==> src/rtl/led_status_ctrl.sv <==
// rtl/led_status_ctrl.sv - multi-channel LED status driver with shared prescaler
//
// Purpose:
//   Drives NCH debug LEDs from one shared tick prescaler. Each channel is
//   off, steady on, blinking with the shared blink phase, or showing a
//   retriggerable activity stretch.
//
// Optional feature macro: LED_STATUS_PWM_EN
//   When defined, adds bright_i and a free-running 4-bit PWM counter that
//   gates every lit channel for brightness control.
//
// Ports:
//   clk       single clock, all state on its rising edge
//   rst       asynchronous active-high reset
//   bright_i  [3:0] brightness, 15 = full on (LED_STATUS_PWM_EN only)
//   mode_i    [2*NCH-1:0] per-channel mode at [2k+1:2k]:
//             00 off, 01 on, 10 blink, 11 activity
//   evt_i     [NCH-1:0] per-channel activity strobe
//   led_o     [NCH-1:0] registered LED drive, 1 = lit
//   tick_o    one-cycle pulse per prescaler wrap
//   blink_o   shared blink phase

module led_status_ctrl #(
    parameter int NCH       = 4,
    parameter int PRESC_DIV = 25000000,
    parameter int STRETCH   = 4
) (
    input  logic             clk,
    input  logic             rst,
`ifdef LED_STATUS_PWM_EN
    input  logic [3:0]       bright_i,
`endif
    input  logic [2*NCH-1:0] mode_i,
    input  logic [NCH-1:0]   evt_i,
    output logic [NCH-1:0]   led_o,
    output logic             tick_o,
    output logic             blink_o
);

    localparam int PW = (PRESC_DIV > 1) ? $clog2(PRESC_DIV) : 1;
    localparam int SW = $clog2(STRETCH + 1);
    localparam logic [PW-1:0] PMAX  = PW'(PRESC_DIV - 1);
    localparam logic [SW-1:0] SLOAD = SW'(STRETCH);

    generate
        if (NCH < 1) begin : g_bad_nch
            $error("led_status_ctrl: NCH must be >= 1");
        end
        if (PRESC_DIV < 1) begin : g_bad_presc
            $error("led_status_ctrl: PRESC_DIV must be >= 1");
        end
        if (STRETCH < 1) begin : g_bad_stretch
            $error("led_status_ctrl: STRETCH must be >= 1");
        end
    endgenerate

    logic [PW-1:0] presc;
    logic [SW-1:0] stretch [NCH];
    logic [NCH-1:0] lit;

    // Prescaler, tick and blink phase. tick_o is registered from the
    // terminal count, so it lands in the cycle after presc == PMAX; with
    // PRESC_DIV=1 presc sits at 0 and tick_o stays high.
    always_ff @(posedge clk or posedge rst) begin
        if (rst) begin
            presc   <= '0;
            tick_o  <= 1'b0;
            blink_o <= 1'b0;
        end else begin
            tick_o  <= (presc == PMAX);
            presc   <= (presc == PMAX) ? '0 : presc + 1'b1;
            blink_o <= blink_o ^ tick_o;
        end
    end

    // Activity stretch counters run in every mode so a temporary mode change
    // does not lose pending on-time. A new event always wins over a decrement.
    always_ff @(posedge clk or posedge rst) begin
        if (rst) begin
            for (int k = 0; k < NCH; k++) begin
                stretch[k] <= '0;
            end
        end else begin
            for (int k = 0; k < NCH; k++) begin
                if (evt_i[k]) begin
                    stretch[k] <= SLOAD;
                end else if (tick_o && (stretch[k] != '0)) begin
                    stretch[k] <= stretch[k] - 1'b1;
                end
            end
        end
    end

    always_comb begin
        lit = '0;
        for (int k = 0; k < NCH; k++) begin
            case (mode_i[2*k +: 2])
                2'b00:   lit[k] = 1'b0;
                2'b01:   lit[k] = 1'b1;
                2'b10:   lit[k] = blink_o;
                default: lit[k] = (stretch[k] != '0);
            endcase
        end
    end

`ifdef LED_STATUS_PWM_EN
    logic [3:0] pwm_cnt;
    logic       pwm_on;

    // 15 is treated as full on so the top setting has no dark slot.
    assign pwm_on = (bright_i == 4'hF) || (pwm_cnt < bright_i);

    always_ff @(posedge clk or posedge rst) begin
        if (rst) begin
            pwm_cnt <= 4'd0;
            led_o   <= '0;
        end else begin
            pwm_cnt <= pwm_cnt + 4'd1;
            led_o   <= lit & {NCH{pwm_on}};
        end
    end
`else
    always_ff @(posedge clk or posedge rst) begin
        if (rst) begin
            led_o <= '0;
        end else begin
            led_o <= lit;
        end
    end
`endif

endmodule

==> config.mk <==
export PLATFORM = sky130hd
export DESIGN_NAME = led_status_ctrl
export DESIGN_NICKNAME = d
export VERILOG_FILES = /design/src/rtl/led_status_ctrl.sv
export SDC_FILE = /design/constraint.sdc
export NUM_CORES = 1
export LEC_CHECK = 0
export ABC_CLOCK_PERIOD_IN_PS = 2900
export CORE_MARGIN = 3
export CORE_UTILIZATION = 45
export DETAILED_ROUTE_END_ITERATION = 16
export DONT_BUFFER_PORTS = 1
export PLACE_DENSITY_LB_ADDON = 0.12
export SLEW_MARGIN = 25
export SYNTH_ARGS = -nofsm -noshare
export SYNTH_HDL_FRONTEND = slang
export SYNTH_SLANG_ARGS = --single-unit
==> constraint.sdc <==
create_clock -name clk -period 2.9 [get_ports clk]
set_input_delay 0.58 -clock clk [delete_from_list [all_inputs] [get_ports clk]]
set_output_delay 0.58 -clock clk [all_outputs]
set_load 0.05 [all_outputs]
Word level (Yosys, flattened, before mapping)
Cells that the tools add are included.
{"block": "word_totals", "register_bits": 43, "input_bits": 14}
{"block": "classes", "eq_ne": 9, "muxes": 13, "n_reduce_logical": 16, "addsub": 5, "bitwise_logic": 1}
{"op": "25-bit by 1-bit adder with 25-bit output, second input constant", "count": 1}
{"op": "25-bit == test, second input constant", "count": 1}
{"op": "25-bit two-way mux", "count": 1}
{"op": "3-bit two-way mux", "count": 8}
{"op": "1-bit case mux with 3 select lines", "count": 4}
{"op": "3-bit nonzero test", "count": 4}
{"op": "3-bit by 1-bit subtractor with 3-bit output, second input constant", "count": 4}
{"op": "2-bit by 1-bit == test with 1-bit output, second input constant", "count": 4}
{"op": "2-bit == test, second input constant", "count": 4}
{"op": "2-bit logical NOT", "count": 4}
{"op": "2-bit nonzero test", "count": 4}
{"op": "1-bit logical AND", "count": 4}
{"op": "1-bit XOR", "count": 1}

Depth between registers and ports, before layout
Gate-level depths: netlist of the first run.
{"block": "depth", "ltp_word": 4, "ltp_mapped": 6}

Least setup slack after synthesis of the first run
No wires, ideal clock.
{"block": "synth_path", "path_kind": "flip-flop to flip-flop", "startpoint": "reg presc[0]", "endpoint": "reg presc[11]", "synth_period_minus_slack_ps": 1702, "slack_ps": 1198, "path_stages_with_launch": 7, "required_ps": 2779, "arrival_ps": 1581, "path_cell_list": "dfrtp_1 > ha_1 > nand3_1 > or2_2 > nor4_4 > buf_2 > nor2_1"}
{"block": "synth_via", "elab_chain_len": 2}
{"element": "from (decl)", "line": "57", "source": "logic [PW-1:0] presc;"}
{"element": "from (signal assigned)", "line": "71", "source": "presc <= (presc == PMAX) ? '0 : presc + 1'b1;"}
{"element": "25-bit by 1-bit adder with 25-bit output or 25-bit == test (tied branches)", "line": "71"}
{"element": "25-bit two-way mux *", "line": "71"}
Mark *: on every way between the ends. The rest lies on a longest branch, timed or not.
A chain may end at the register's enable or synchronous reset.

Worst setup path in the final report of the first run
{"block": "layout_path", "startpoint": "reg presc[0]", "endpoint": "reg presc[5]"}
The elaborated chain is that of the path after synthesis.

==> flow_metrics.env, run 1 <==
export IMPL_drc_errors=0
export IMPL_finalSetupViolations=0
export IMPL_skew_ns=0.00622
export IMPL_viasPerCell=5.62
export IMPL_path_max_fanout=17
export IMPL_numCtsBuffers=5
export IMPL_synth_top_area_share_pct=50.6
export IMPL_num_rows=24
export IMPL_grt_pass1_wl_um=6770
export IMPL_globalRouteOverflowTotal=0
export IMPL_num_vias=1494
export IMPL_final_min_clock_period_ns=2.04
export IMPL_p_sw_share_pct=20.5
export IMPL_cp_arrival_ns=2.18
export IMPL_die_area_sq_um=5590
export IMPL_port_buffers=0
export IMPL_cellInternalPower_mw=0.883
export IMPL_finalCritPeriodShare_pct=70.3
export IMPL_drt_iter0_drc=87
export IMPL_cts_root_buf="clkbuf_8"
export IMPL_synthCells=207
export IMPL_fill_cells=406
export IMPL_die_height_um=74.8
export IMPL_gp_congestion=0.806
export IMPL_antenna_found_initial=0
export IMPL_drtPass1Iterations=4
export IMPL_ir_drop_mv=0.226
export IMPL_cts_setup_buffers=0
export IMPL_die_w_um=74.8
export IMPL_syn_mean_instance_area_sq_um=10.3
export IMPL_diodes=0
export IMPL_routedWlPerCell_um=15.1
export IMPL_ys_seq_area_share_pct=50.6
export IMPL_grt_start_max_net_pins=39
export IMPL_critical_path_required_ns=3.04
export IMPL_hold_class="input pin to asynchronous set/reset pin"
export IMPL_rsz0062_at_grt="false"
export IMPL_powerDensity_nw_per_um2=480
export IMPL_p_leak_nw=0.987
export IMPL_cts_tree="built"
export IMPL_placedInstanceArea_sq_um=2200
export IMPL_nets=236
export IMPL_cpPeakStageDelay_ns=0.67
export IMPL_p_total_mw=1.11
export IMPL_grt_pass1_vias=1513
export IMPL_p_comb_share_pct=1.4
export IMPL_path_cells="ha_1 > nand3_1 > or2_2 > nor4_4 > nor2_1"
export IMPL_ctsHoldBuffers=0
export IMPL_crit_path_top_delay_cell="nor4_4"
export IMPL_yosysWarnings=0
export IMPL_totalWireLength_um=4010
export IMPL_relSlewSlack_pct=41.0
export IMPL_reg2reg_depth=5
export IMPL_io_pins=20
export IMPL_final_layout_size_suffix_gt1_share_pct=9.81
export IMPL_synth_top_area_cell="dfrtp_1"
export IMPL_crit_type="flop to flop"
export IMPL_initial_utilization_pct=47.6
export IMPL_p_sw_mw=0.228
export IMPL_crit_path_end_kind="flop"
export IMPL_postRouteAntennaNets=0
export IMPL_fmaxAchievable_ghz=0.491
export IMPL_synthFlopType="dfrtp_1"
export IMPL_worst_skew_pair_late_latency_ns=0.29
export IMPL_synthToLayoutAreaGrowth_pct=8.70
export IMPL_status="complete, no violations"
export IMPL_start_kind="flop"
export IMPL_tightest_slew_ns=0.877
export IMPL_ys_async_sr_fraction_pct=100
export IMPL_final_setup_tns_ns=0
export IMPL_h_tree_depth=2
export IMPL_clk_path_buf_depth=2
export IMPL_path_clk_slew_ns=0.08
export IMPL_final_hold_violation_count=0
export IMPL_cts_num_sinks=43
export IMPL_ys_ff_latch=43
export IMPL_grt_util_all_layers_pct=16.0
export IMPL_power_frac_clock_pct=43.4
export IMPL_synth_edf_count=0
export IMPL_synthDistinctLibCells=36
export IMPL_cts_resized=0
export IMPL_pwr_share_seq_pct=55.2
export IMPL_dp_hpwl_um=2930
export IMPL_fin_area_sq_um=2310
export IMPL_core_sq_um=4470
export IMPL_syn_num_nets=230
export IMPL_slew_viol_final=0
export IMPL_synth_area_leaders="dfrtp_1, xnor2_1, ha_1"
export IMPL_syn_area_sq_um=2130
export IMPL_maxCapViolCount=0
## per-stage QoR
step	hold WS [ns]	cells	setup WS, ns	utilization, %
global placement	0.384	258	0.935	49.1
CTS	0.0782	266	0.821	51.7
finish	0.0815	266	0.862	51.7
floorplan	0.448	207	1.20	-
detailed placement	0.396	258	0.830	49.1
global route	0.0713	266	0.643	51.7
## cell families (layout without fill, tap and decap cells)
| logic type | after synthesis | after routing | synth area share [%] |
|---|---|---|---|
| XOR/XNOR | 21 | 21 | 8.64 |
| AO/OA/AOI/OAI | 33 | 33 | 9.58 |
| adder cells (fa/ha/maj) | 9 | 9 | 5.29 |
| flip-flops | 43 | 43 | 50.6 |
| buffers and inverters | 19 | 26 | 3.41 |
| AND/OR/NAND/NOR | 82 | 82 | 22.5 |
## power groups by stage
stage | Sequential (mW) | Combinational (mW) | Clock (mW)
floorplan | 0.625 | 0.0117 | 0
global placement | 0.625 | 0.0159 | 0
detailed placement | 0.625 | 0.0167 | 0
CTS | 0.613 | 0.0166 | 0.492
global route | 0.614 | 0.0191 | 0.530
finish | 0.613 | 0.0159 | 0.482
## worst max-delay path: cells and delay by family (launching register included)
family / cells / cell delay (ns)
simple gates: 4 / 1.29
fa+ha+maj: 1 / 0.22
flops: 1 / 0.39
## Yosys cell counts (3+ instances only)
| cell type | number |
|---|---|
| a211o_1 | 4 |
| a21oi_1 | 15 |
| a311oi_1 | 3 |
| a31oi_1 | 4 |
| and3_1 | 4 |
| dfrtp_1 | 43 |
| ha_1 | 9 |
| inv_1 | 16 |
| nand2_1 | 15 |
| nand2b_1 | 4 |
| nand3_1 | 9 |
| nand4_1 | 4 |
| nor2_1 | 15 |
| nor3_1 | 5 |
| nor4_1 | 5 |
| o21ai_0 | 5 |
| or2_2 | 3 |
| or3_1 | 3 |
| xnor2_1 | 14 |
| xor2_1 | 7 |
## final cells by class
type                       instances  area, sq um  area share [%]
sequential                        43         1080            46.5
multi-input combinational        145          980            42.3
clock buffer                       6         82.6            3.57
tap                               52         65.1            2.81
inverter                          16         60.1            2.60
clock inverter                     2         35.0            1.51
timing repair buffer               2         15.0           0.649
## cell usage in the layout, fill, tap and decap left out, drive strengths merged
cell type	Yosys	layout
nand4	6	6
or4	2	2
ha	9	9
and2	2	2
nor2b	2	2
and4	1	1
or3	4	4
bufinv	0	1
nor4b	1	1
and3	4	4
clkinv	0	1
nor3	5	5
clkbuf	1	6
nor2	15	15
nand2b	4	4
or2	3	3
nand3	9	9
a311oi	3	3
o21ai	5	5
a31oi	4	4
nor4	6	6
xor2	7	7
nand2	15	15
a211o	4	4
xnor2	14	14
a31o	2	2
dfrtp	43	43
nor3b	1	1
buf	2	2
a21oi	15	15
inv	16	16
nand4b	2	2
## flip-flops by register name (all words and copies together) (netlist names)
signal   cells
blink_o      1
led_o        4
presc       25
stretch     12
tick_o       1
## path summary, 6_finish.rpt
check / from / end / slack [ns]
max: presc[0]$_DFF_PP0_ / presc[5]$_DFF_PP0_ / 0.86
min: rst / led_o[2]$_DFF_PP0_ / 0.08
max reg2reg: presc[0]$_DFF_PP0_ / presc[5]$_DFF_PP0_ / 0.86
min reg2reg: presc[0]$_DFF_PP0_ / presc[0]$_DFF_PP0_ / 0.49
max in group asynchronous: rst / presc[20]$_DFF_PP0_ / 2.07
min in group clk: evt_i[1] / stretch[7]$_DFFE_PP0P_ / 0.34
## routing by layer
layer,global-route usage [%],vias to the layer above,part of all wire [%]
met1,19.8,726,44
met5,0,-,0
met2,26.9,32,51
li1,-,734,-
met4,4.15,0,0.35
met3,5.47,2,4.8
(Power assumes the default switching activity.)
==> run 2, diff against run 1 <==
ABC_CLOCK_PERIOD_IN_PS = 2100   (was 2900)
clock period = 2.1 ns   (was 2.9 ns; I/O delays follow)
==> flow_metrics.env, run 2 (synthesis gave the netlist of run 1 again) <==
export IMPL_routedWlPerCell_um=13.9
export IMPL_viasPerCell=5.55
export IMPL_dpl_worst_slack_ns=0.305
export IMPL_utilization_pct=51.7
export IMPL_initial_utilization_pct=47.6
export IMPL_cp_startpoint="presc[11]$_DFF_PP0_"
export IMPL_status="complete, no violations"
export IMPL_drt_iter0_drc=52
export IMPL_finalSetupViolations=0
export IMPL_final_layout_size_suffix_gt1_share_pct=11.0
export IMPL_dp_hpwl_um=2840
export IMPL_ir_drop_mv=0.258
export IMPL_final_hold_violation_count=0
export IMPL_cts_resized=0
export IMPL_drc_errors=0
export IMPL_path_max_fanout=5
export IMPL_p_leak_nw=0.994
export IMPL_grt_util_all_layers_pct=16.0
export IMPL_antenna_found_initial=0
export IMPL_fmaxAchievable_ghz=0.546
export IMPL_num_vias=1499
export IMPL_route_met3_wl_um=169
export IMPL_skew_ns=0.00653
export IMPL_largest_register="presc"
export IMPL_port_buffers=0
export IMPL_grt_pass1_wl_um=6800
export IMPL_powerDensity_nw_per_um2=597
export IMPL_io_pins=20
export IMPL_globalRouteOverflowTotal=0
export IMPL_rsz0062_at_grt="false"
export IMPL_path_clk_slew_ns=0.08
export IMPL_critical_path_required_ns=2.33
export IMPL_relSlewSlack_pct=58.5
export IMPL_synthToLayoutAreaGrowth_pct=8.64
export IMPL_die_area_sq_um=5590
export IMPL_path_buf_inv=0
export IMPL_gp_congestion=0.825
export IMPL_maxCapViolCount=0
export IMPL_final_min_clock_period_ns=1.83
export IMPL_core_sq_um=4470
export IMPL_crit_type="flop to flop"
export IMPL_num_rows=24
export IMPL_die_w_um=74.8
export IMPL_largest_reg_flops=25
export IMPL_path_delay_family="simple AND/OR/NAND/NOR gates"
export IMPL_crit_path_end_kind="flop"
export IMPL_p_total_mw=1.38
export IMPL_diodes=0
export IMPL_reg2reg_depth=4
export IMPL_postRouteAntennaNets=0
export IMPL_totalWireLength_um=3760
export IMPL_start_kind="flop"
export IMPL_grt_start_max_net_pins=39
export IMPL_cpPeakStageDelay_ns=0.56
export IMPL_crit_cells=4
export IMPL_m1WireLength_um=1650
export IMPL_final_common_cell="dfrtp_1"
export IMPL_r2r_end="presc[19]$_DFF_PP0_"
export IMPL_timing_rr_start="presc[11]$_DFF_PP0_"
export IMPL_placedInstanceArea_sq_um=2220
export IMPL_tightest_slew_ns=0.623
export IMPL_h_tree_depth=2
export IMPL_route_met2_wl_um=1850
export IMPL_hold_class="input pin to flop"
export IMPL_grt_pass1_vias=1549
export IMPL_path_cells="nand4_1 > or4_4 > or3_1 > a21oi_1"
export IMPL_final_cell_mix="dfrtp_1, inv_1, nand2_1, a21oi_1, nor2_1"
export IMPL_fin_area_sq_um=2310
export IMPL_die_height_um=74.8
export IMPL_slew_viol_final=0
export IMPL_cp_arrival_ns=2.06
export IMPL_numCtsBuffers=5
export IMPL_r2r_setup_slack_ns=0.27
export IMPL_highest_layer="met4"
export IMPL_drtPass1Iterations=4
export IMPL_endpoint="presc[19]$_DFF_PP0_"
export IMPL_clk_path_buf_depth=2
export IMPL_cts_tree="built"
export IMPL_worst_slack_ns=0.269
export IMPL_cts_root_buf="clkbuf_8"
export IMPL_crit_path_top_delay_cell="or4_4"
export IMPL_cts_num_sinks=43
export IMPL_finalCritPeriodShare_pct=87.2
export IMPL_final_setup_tns_ns=0
export IMPL_largestRegisters="presc (25), stretch (12), led_o (4)"
export IMPL_worst_skew_pair_late_latency_ns=0.30
export IMPL_nets=240
[run 2: cell count changes in the layout (fill, tap and decap cells not counted)]
cell / delta
buf_4: +3
clkinv_2: +2
bufinv_16: -1
clkbuf_8: -1
dlygate4sd3_1: +1
[run 2: per-layer routing]
layer	vias up	GRT usage (%)
met5	-	0
li1	738	-
met1	727	18.6
met4	0	6.72
met2	26	27.4
met3	8	4.94
[run 2: timing repair]
item                                   in CTS  in global routing
hold buffers                                1                  0
setup buffers                               0                  0
endpoints found under the hold margin       5                  0
[run 2: area by class of cell]
class	instances	area [sq um]
clock inverter	3	15.0
timing repair buffer	6	47.5
fill	408	2160
sequential	43	1080
inverter	16	60.1
clock buffer	5	68.8
tap	52	65.1
multi-input combinational	145	980
[run 2: power by group]
group | internal [mW] | switching [mW]
Sequential | 0.831 | 0.0159
Clock | 0.228 | 0.284
Combinational | 0.00513 | 0.0173
[run 2: how the worst min path moves through the flow]
| stage | from | endpoint | depth (start not counted) |
|---|---|---|---|
| after detailed placement | rst | led_o[2]$_DFF_PP0_ | 1 |
| final | evt_i[3] | stretch[1]$_DFFE_PP0P_ | 1 |
| after global placement | rst | led_o[2]$_DFF_PP0_ | 1 |
| after global routing | evt_i[3] | stretch[1]$_DFFE_PP0P_ | 1 |
| after floorplan | presc[0]$_DFF_PP0_ | presc[0]$_DFF_PP0_ | 1 |
| after CTS | evt_i[3] | stretch[1]$_DFFE_PP0P_ | 1 |
[run 2: worst register-to-register path: stages (launching register included)]
cell and delay (ns):
dfrtp_1 0.43, nand4_1 0.26, or4_4 0.56, or3_1 0.35
a21oi_1 0.16
[run 2: metrics by stage]
stage,cells,hold slack (ns)
floorplan,207,0.448
finish,270,0.168
CTS,270,0.163
global placement,261,0.223
detailed placement,261,0.237
global route,270,0.151
